==> config.mk <==
export PLATFORM = sky130hd
export DESIGN_NAME = req_dispatch_queue
export DESIGN_NICKNAME = d
export VERILOG_FILES = /design/src/rtl/req_pkg.sv /design/src/rtl/req_fifo.sv /design/src/rtl/req_dispatch_queue.sv
export SDC_FILE = /design/constraint.sdc
export NUM_CORES = 2
export LEC_CHECK = 0
export CAP_MARGIN = 20
export CORE_UTILIZATION = 30
export DETAILED_ROUTE_END_ITERATION = 16
export PLACE_DENSITY_LB_ADDON = 0.2
export SETUP_SLACK_MARGIN = 0.4
export SKIP_CTS_REPAIR_TIMING = 1
export SLEW_MARGIN = 20
export SYNTH_ARGS = -nofsm -noshare
export SYNTH_HDL_FRONTEND = slang
export SYNTH_SLANG_ARGS = --single-unit
==> constraint.sdc <==
create_clock -name clk -period 14.5 [get_ports clk]
set_input_delay 2.9 -clock clk [delete_from_list [all_inputs] [get_ports clk]]
set_output_delay 2.9 -clock clk [all_outputs]
set_load 0.02 [all_outputs]
==> src/rtl/req_pkg.sv <==
// req_pkg: shared opcodes, instruction record and width helpers for the dispatch queue
package req_pkg;
  localparam logic [1:0] OP_AES = 2'b00;
  localparam logic [1:0] OP_SHA = 2'b10;
  localparam int DEF_ADDRW = 24;
  localparam int DEF_OPCODEW = 2;
  typedef struct packed {
    logic [DEF_OPCODEW-1:0] opcode;
    logic [DEF_ADDRW-1:0]   key;
    logic [DEF_ADDRW-1:0]   text;
    logic [DEF_ADDRW-1:0]   dest;
  } req_t;
  function automatic int iw(input int addrw, input int opcodew);
    return 3 * addrw + opcodew;
  endfunction
  function automatic req_t pack_req(input logic [1:0] op, input logic [23:0] k, input logic [23:0] t, input logic [23:0] d);
    return '{opcode: op, key: k, text: t, dest: d};
  endfunction
endpackage

==> src/rtl/req_fifo.sv <==
// req_fifo: first-word-fall-through FIFO with push/pop/flush and level (ports: clk, rst, push_i, pop_i, flush_i, data_i, data_o, valid_o, full_o, level_o)
module req_fifo import req_pkg::*; #(
  parameter int W = 74,
  parameter int QDEPTH = 16,
  localparam int LW = $clog2(QDEPTH) + 1
) (
  input  logic          clk,
  input  logic          rst,
  input  logic          push_i,
  input  logic          pop_i,
  input  logic          flush_i,
  input  logic [W-1:0]  data_i,
  output logic [W-1:0]  data_o,
  output logic          valid_o,
  output logic          full_o,
  output logic [LW-1:0] level_o
);
  localparam int AW = LW - 1;
  logic [W-1:0] mem_q [QDEPTH];
  logic [LW-1:0] wr_q, wr_d, rd_q, rd_d;
  logic full, empty, do_push, do_pop;
  always_comb begin
    full = (wr_q[AW] != rd_q[AW]) && (wr_q[AW-1:0] == rd_q[AW-1:0]);
    empty = wr_q == rd_q;
    do_push = push_i & ~full & ~flush_i;
    do_pop = pop_i & ~empty & ~flush_i;
    wr_d = flush_i ? '0 : wr_q + LW'(do_push);
    rd_d = flush_i ? '0 : rd_q + LW'(do_pop);
  end
  always_ff @(posedge clk) begin
    if (rst) begin
      wr_q <= '0;
      rd_q <= '0;
    end else begin
      wr_q <= wr_d;
      rd_q <= rd_d;
    end
  end
  always_ff @(posedge clk) begin
    if (do_push) mem_q[wr_q[AW-1:0]] <= data_i;
  end
  assign data_o = mem_q[rd_q[AW-1:0]];
  assign valid_o = ~empty;
  assign full_o = full;
  assign level_o = wr_q - rd_q;
endmodule

==> src/rtl/req_dispatch_queue.sv <==
// req_dispatch_queue: routes crypto requests by opcode into NCH per-engine FIFOs (ports: request in, per-channel head/valid/ready/flush/level, err_route)
module req_dispatch_queue import req_pkg::*; #(
  parameter int ADDRW = 24,
  parameter int OPCODEW = 2,
  parameter int NCH = 2,
  parameter int QDEPTH = 16,
  parameter int CHSEL_LSB = 1,
  localparam int IW = iw(ADDRW, OPCODEW),
  localparam int CHW = NCH > 1 ? $clog2(NCH) : 1,
  localparam int LW = $clog2(QDEPTH) + 1
) (
  input  logic              clk,
  input  logic              rst,
  input  logic              valid_in,
  output logic              ready_in,
  input  logic [OPCODEW-1:0] opcode,
  input  logic [ADDRW-1:0]  key_addr,
  input  logic [ADDRW-1:0]  text_addr,
  input  logic [ADDRW-1:0]  dest_addr,
  output logic [NCH-1:0]    ready_in_ch,
  output logic [NCH*IW-1:0] instr_out,
  output logic [NCH-1:0]    valid_out,
  input  logic [NCH-1:0]    ready_out,
  input  logic [NCH-1:0]    flush,
  output logic [NCH*LW-1:0] level,
  output logic              err_route
);
  localparam logic [CHW:0] NCH_W = (CHW + 1)'(NCH);
  logic [CHW-1:0] ch;
  logic bad, err_route_q, err_route_d;
  logic [NCH-1:0] sel, full;
  assign ch = opcode[CHSEL_LSB+:CHW];
  assign bad = {1'b0, ch} >= NCH_W;
  for (genvar i = 0; i < NCH; i++) begin : g_ch
    assign sel[i] = ~bad & (ch == CHW'(i));
    req_fifo #(.W(IW), .QDEPTH(QDEPTH)) u_fifo (
      .clk(clk),
      .rst(rst),
      .push_i(valid_in & sel[i]),
      .pop_i(ready_out[i]),
      .flush_i(flush[i]),
      .data_i({opcode, key_addr, text_addr, dest_addr}),
      .data_o(instr_out[i*IW+:IW]),
      .valid_o(valid_out[i]),
      .full_o(full[i]),
      .level_o(level[i*LW+:LW])
    );
  end
  assign ready_in_ch = ~full;
  assign ready_in = bad | |(sel & ready_in_ch & ~flush);
  assign err_route_d = valid_in & bad;
  always_ff @(posedge clk) begin
    if (rst) err_route_q <= 1'b0;
    else err_route_q <= err_route_d;
  end
  assign err_route = err_route_q;
endmodule

Yosys cells after proc, flatten, opt, wreduce, memory -nomap -nowiden --
Memory sizes are Yosys's and may differ from the RTL's. A register that Yosys moved wholly into a read port is not among the register bits. Cells that the tools add are included.
Storage, ports and cells: register bits 20, memories 2, memory bits (writable) 2368
Operators by class: reduce and logical (&&, ||, !) cells 5, bitwise gates (word level) 21, equality and inequality tests 6, add/sub/neg operators 6, multiplexer cells 6
Memory list:
- g_ch[0].u_fifo.mem_q | words 16, bits a word 74, read ports 1, clocked after memory_dff 1, wr ports 1, RTL line req_fifo.sv:19 | logic [W-1:0] mem_q [QDEPTH];
- g_ch[1].u_fifo.mem_q | words 16, bits a word 74, read ports 1, clocked after memory_dff 1, wr ports 1, RTL line req_fifo.sv:19
Operators by type and width (count):
- adder 5 x 1 -> 5 bit | 4
- bitwise AND 1 bit | 10
- == test 5 bit | 2
- subtractor 5 bit | 2
- == test 4 bit | 2
- two-way mux 4 bit | 2
- inverter 1 bit | 7
- OR reduction 2 bit | 3
- bitwise AND 2 bit | 2
- two-way mux 1 bit | 4
- inverter 2 bit | 2
- logical AND 1 bit | 2
- != test 1 bit | 2

Longest topological paths before layout --
depth in word-level cells 7, gate-level depth with buffers 13, gate-level depth less buffers 10

Modules after synthesis --
A second synthesis with hierarchy kept.
Unflattened totals: cell total of the unflattened synthesis 4128, area, all modules 91459.0 µm²
By module, submodules not included:
- req_fifo (g_ch[1].u_fifo) | seq. area each 35754.3 µm², area an instance 45703.8 µm², instances 1, cells each 2060
- req_fifo (g_ch[0].u_fifo) | seq. area each 35754.3 µm², area an instance 45701.3 µm², instances 1, cells each 2060
- req_dispatch_queue | seq. area each 0.0 µm², area an instance 53.8 µm², instances 1, cells each 8

Least setup slack after synthesis --
No wires, ideal clock.
path type input to register, from input flush[0], to memory g_ch[0].u_fifo.mem_q[4][0], enable pin, arrival time 8.527 ns, library setup time 0.597 ns, stages 3, setup slack 5.376 ns, data required time 13.903 ns, cell sequence a2111oi_4 -> nand3b_1 -> nor3_1
On the way: cells in the longest elaborated chain, start to end 4
RTL lines:
- start, declared | RTL line req_dispatch_queue.sv:24 | input logic [NCH-1:0] flush,
- inverter 1 bit | RTL line req_fifo.sv:25 | do_push = push_i & ~full & ~flush_i;
- bitwise AND 1 bit | RTL line req_fifo.sv:25
- two-way mux 1 bit | RTL line req_fifo.sv:40 | if (do_push) mem_q[wr_q[AW-1:0]] <= data_i;
- two-way mux 1 bit (not written as such) | RTL line req_fifo.sv:40
- end, declared | RTL line req_fifo.sv:19
Every way passes these cells.

==> impl_metrics.ini <==
[yosys]
yosys_warnings = 0
yosys.area_share.xor_xnor_pct = 0.1938
seq_area_frac_synth_pct = 79.10
ys_ff_latch = 2388
netlist_area_mm2 = 0.09040
synth.area.mux_share_pct = 15.36
synth_top_family_by_area = multiplexers
mappedNetlistNets = 4057
synthSimpleGateAreaFrac_pct = 0.8042
yosys.area.top_type_share_pct = 78.66
synth-compound-area-share_pct = 2.880
synth_cells = 3958
yosysTopAreaCell = edfxtp_1
synthAdderAreaFrac_pct = 0.2657
synth_cell_type_count = 36
syn_avg_cell_area_um2 = 22.84
ys_top_cells_by_area = edfxtp_1 (79%), mux4_2 (13%), mux2i_1 (2.5%)

[critical_path]
cp-start-kind = register
r2r_cells = 10
worstSetupPathType = reg -> out
r2r_end = g_ch[1].u_fifo.mem_q[8][6]
r2r-start = g_ch[1].u_fifo.rd_q[2]
rrSetupSlack_ns = 8.14
cp_max_fo = 104
end_kind = output port
crit_start = g_ch[1].u_fifo.rd_q[0]
cp.arrival_ns = 5.30
required_ns = 11.60

[routing]
met1_length_um = 111000
num_vias = 42810
drt_iter0_drc = 3884
highest_layer = met5
first_pass_iters = 5
ant_nets = 0
route.detailed.drc = 0
avgRoutedWirePerCell_um = 29.19
vias_per_cell = 5.012
dr_wl_met2_um = 122400
met3_wirelength_um = 11010
drt_wl_total_um = 249400

[sta]
layout_min_cycle_time_ns = 8.196
setup-violations-final = 0
finalHoldViolations = 0
slew_violations = 0
max-slew-margin-rel_pct = 22.40
fin_setup_tns_ns = 0
fmax_mhz = 122.0
rsz0062_at_grt = false
worstMarginPinSlew_ns = 1.164
clock_skew_ns = 0.05357
period_share_pct = 56.52

[clocking]
cts_tree = yes
numCtsBuffers = 271
clk_latency_ns = 0.89
clock_sinks = 2388
cts.htree.levels = 5
cts-root-buf = clkbuf_16
clk_pin_slew_worst_paths_ns = 0.06
cts_buffer_depth = 4

[hold_path]
hp-start = g_ch[1].u_fifo.rd_q[4]
worstHoldEndpoint = g_ch[1].u_fifo.rd_q[4]
hp-class = reg -> reg
min_delay_path_depth = 2

[power_and_ir_drop]
power_mw = 14.38
ir_worst_vdd_v = 0.00008138
p_leak_nw = 31.39
power.density_mw_per_mm2 = 135.4

[die]
core-area_mm2 = 0.2998
num_rows = 201
dieArea_mm2 = 0.3035
die_h_um = 550.9
start_util_pct = 30.16
die_x_um = 550.9
ios = 245

[place]
place_hpwl_um = 131600
postPlaceCellArea_mm2 = 0.09794
gp_congestion = 0.6925
io_buffers = 243

[grt]
grt.overflow.total = 0
grt_pass1_wl_um = 350800
antenna_found_initial = 34
grtUsageTotal_pct = 16.32
grt_pass1_vias = 44820
grt_max_degree = 125

[job]
maxCapViolations = 0

[final_layout]
drive_above_1_share_pct = 24.02
final_nets = 4470
fin_area_mm2 = 0.1062
num-fill-cells = 27720
synthToLayoutAreaGrowth_pct = 17.46

[status]
status = completed
==> cells in the final DEF (no fill, tap or decap), types with 10 or more instances in the layout <==
master | synthesis | final
mux4_2 | 518 | 518
nand3_1 | 12 | 12
a221oi_1 | 74 | 74
clkbuf_1 | 99 | 65
xor2_1 | 10 | 10
a22oi_1 | 148 | 148
nand2_1 | 83 | 83
inv_6 | 0 | 11
bufinv_16 | 0 | 13
dfxtp_1 | 20 | 14
ha_1 | 16 | 16
clkinv_1 | 0 | 57
o21ai_1 | 148 | 148
edfxtp_1 | 2368 | 2368
clkdlybuf4s50_1 | 0 | 189
xnor2_1 | 10 | 10
buf_4 | 25 | 92
mux2i_1 | 222 | 222
buf_12 | 0 | 11
clkinv_2 | 0 | 39
nor2_4 | 0 | 28
buf_2 | 47 | 54
inv_1 | 16 | 16
clkbuf_16 | 0 | 274
nor2_1 | 44 | 16
==> synthesized netlist by cell type, drive strengths merged <==
| master | n |
|---|---|
| nand2b | 4 |
| nand2 | 83 |
| a22o | 1 |
| and4 | 2 |
| a21o | 4 |
| conb | 1 |
| o21ai | 148 |
| xor2 | 10 |
| and3b | 2 |
| mux2i | 222 |
| nor3 | 8 |
| inv | 19 |
| a2111oi | 1 |
| buf | 122 |
| ha | 16 |
| nand3b | 2 |
| edfxtp | 2368 |
| xnor2 | 10 |
| nor2b | 1 |
| a221oi | 74 |
| clkbuf | 99 |
| and2 | 9 |
| mux4 | 518 |
| a211oi | 1 |
| or2 | 2 |
| a21oi | 5 |
| a22oi | 148 |
| dfxtp | 20 |
| nand3 | 12 |
| fa | 2 |
| nor2 | 44 |
==> metal layers <==
| metal | up-vias | track usage, % |
|---|---|---|
| li1 | 17720 | - |
| met1 | 23670 | 22.70 |
| met2 | 1090 | 27.20 |
| met3 | 329 | 2.265 |
| met4 | 6 | 3.536 |
| met5 | - | 0 |
==> power breakdown <==
| group | switching [mW] | leakage [nW] | internal [mW] |
|---|---|---|---|
| logic | 0.170 | 5.84 | 0.0625 |
| clock network | 2.80 | 4.08 | 3.74 |
| registers | 0.00361 | 21.5 | 7.60 |
==> flip-flops by register name (all words and copies together), names as in the netlist <==
signal	cells
g_ch.u_fifo.wr_q	10
g_ch.u_fifo.rd_q	10
g_ch.u_fifo.mem_q	2368
==> stage by stage <==
step	util, %	setup slack (ns)	hold WS, ns	std cells
finish	35.42	6.304	0.5439	8542
global route	35.42	5.840	0.5862	8540
CTS	35.47	5.773	0.5437	8532
detailed placement	32.67	6.732	0.5276	8051
global placement	32.60	6.706	0.5208	8041
floorplan	-	5.376	0.4981	3958
==> final cells by class <==
type | count | area (um2) | area share, %
tap | 3958 | 4952 | 4.664
multi-input combinational | 1330 | 17900 | 16.86
sequential | 2388 | 71530 | 67.37
timing repair buffer | 361 | 3313 | 3.120
inverter | 19 | 73.82 | 0.06952
clock buffer | 339 | 7101 | 6.687
antenna | 5 | 12.51 | 0.01178
clock inverter | 142 | 1301 | 1.225
==> critical path, cell delays in order (launching register included) <==
cell,delay [ns]
dfxtp_4,0.84
buf_4,0.84
buf_12,0.58
mux2i_1,0.17
a221oi_1,0.46
o21ai_1,0.12
o21ai_1,0.35
clkdlybuf4s50_1,0.73
==> worst max path at each step <==
| stage | depth (start not counted) | slack (ns) | endpoint |
|---|---|---|---|
| global route | 7 | 5.84 | instr_out[108] |
| global placement | 7 | 6.71 | instr_out[109] |
| detailed placement | 7 | 6.73 | instr_out[109] |
| CTS | 6 | 5.77 | instr_out[109] |
| finish | 7 | 6.30 | instr_out[91] |
| floorplan | 3 | 5.38 | g_ch[0].u_fifo.mem_q[4][0] |
==> cells by family after synthesis <==
logic type,after synthesis
buffers and inverters,240
other,1
adders and majority gates,18
DFF,2388
muxes,740
xor gates and xnor gates,20
and+or+nand+nor,169
AOI/OAI and AO/OA,382
No activity file was read; power rests on OpenSTA's default activity.
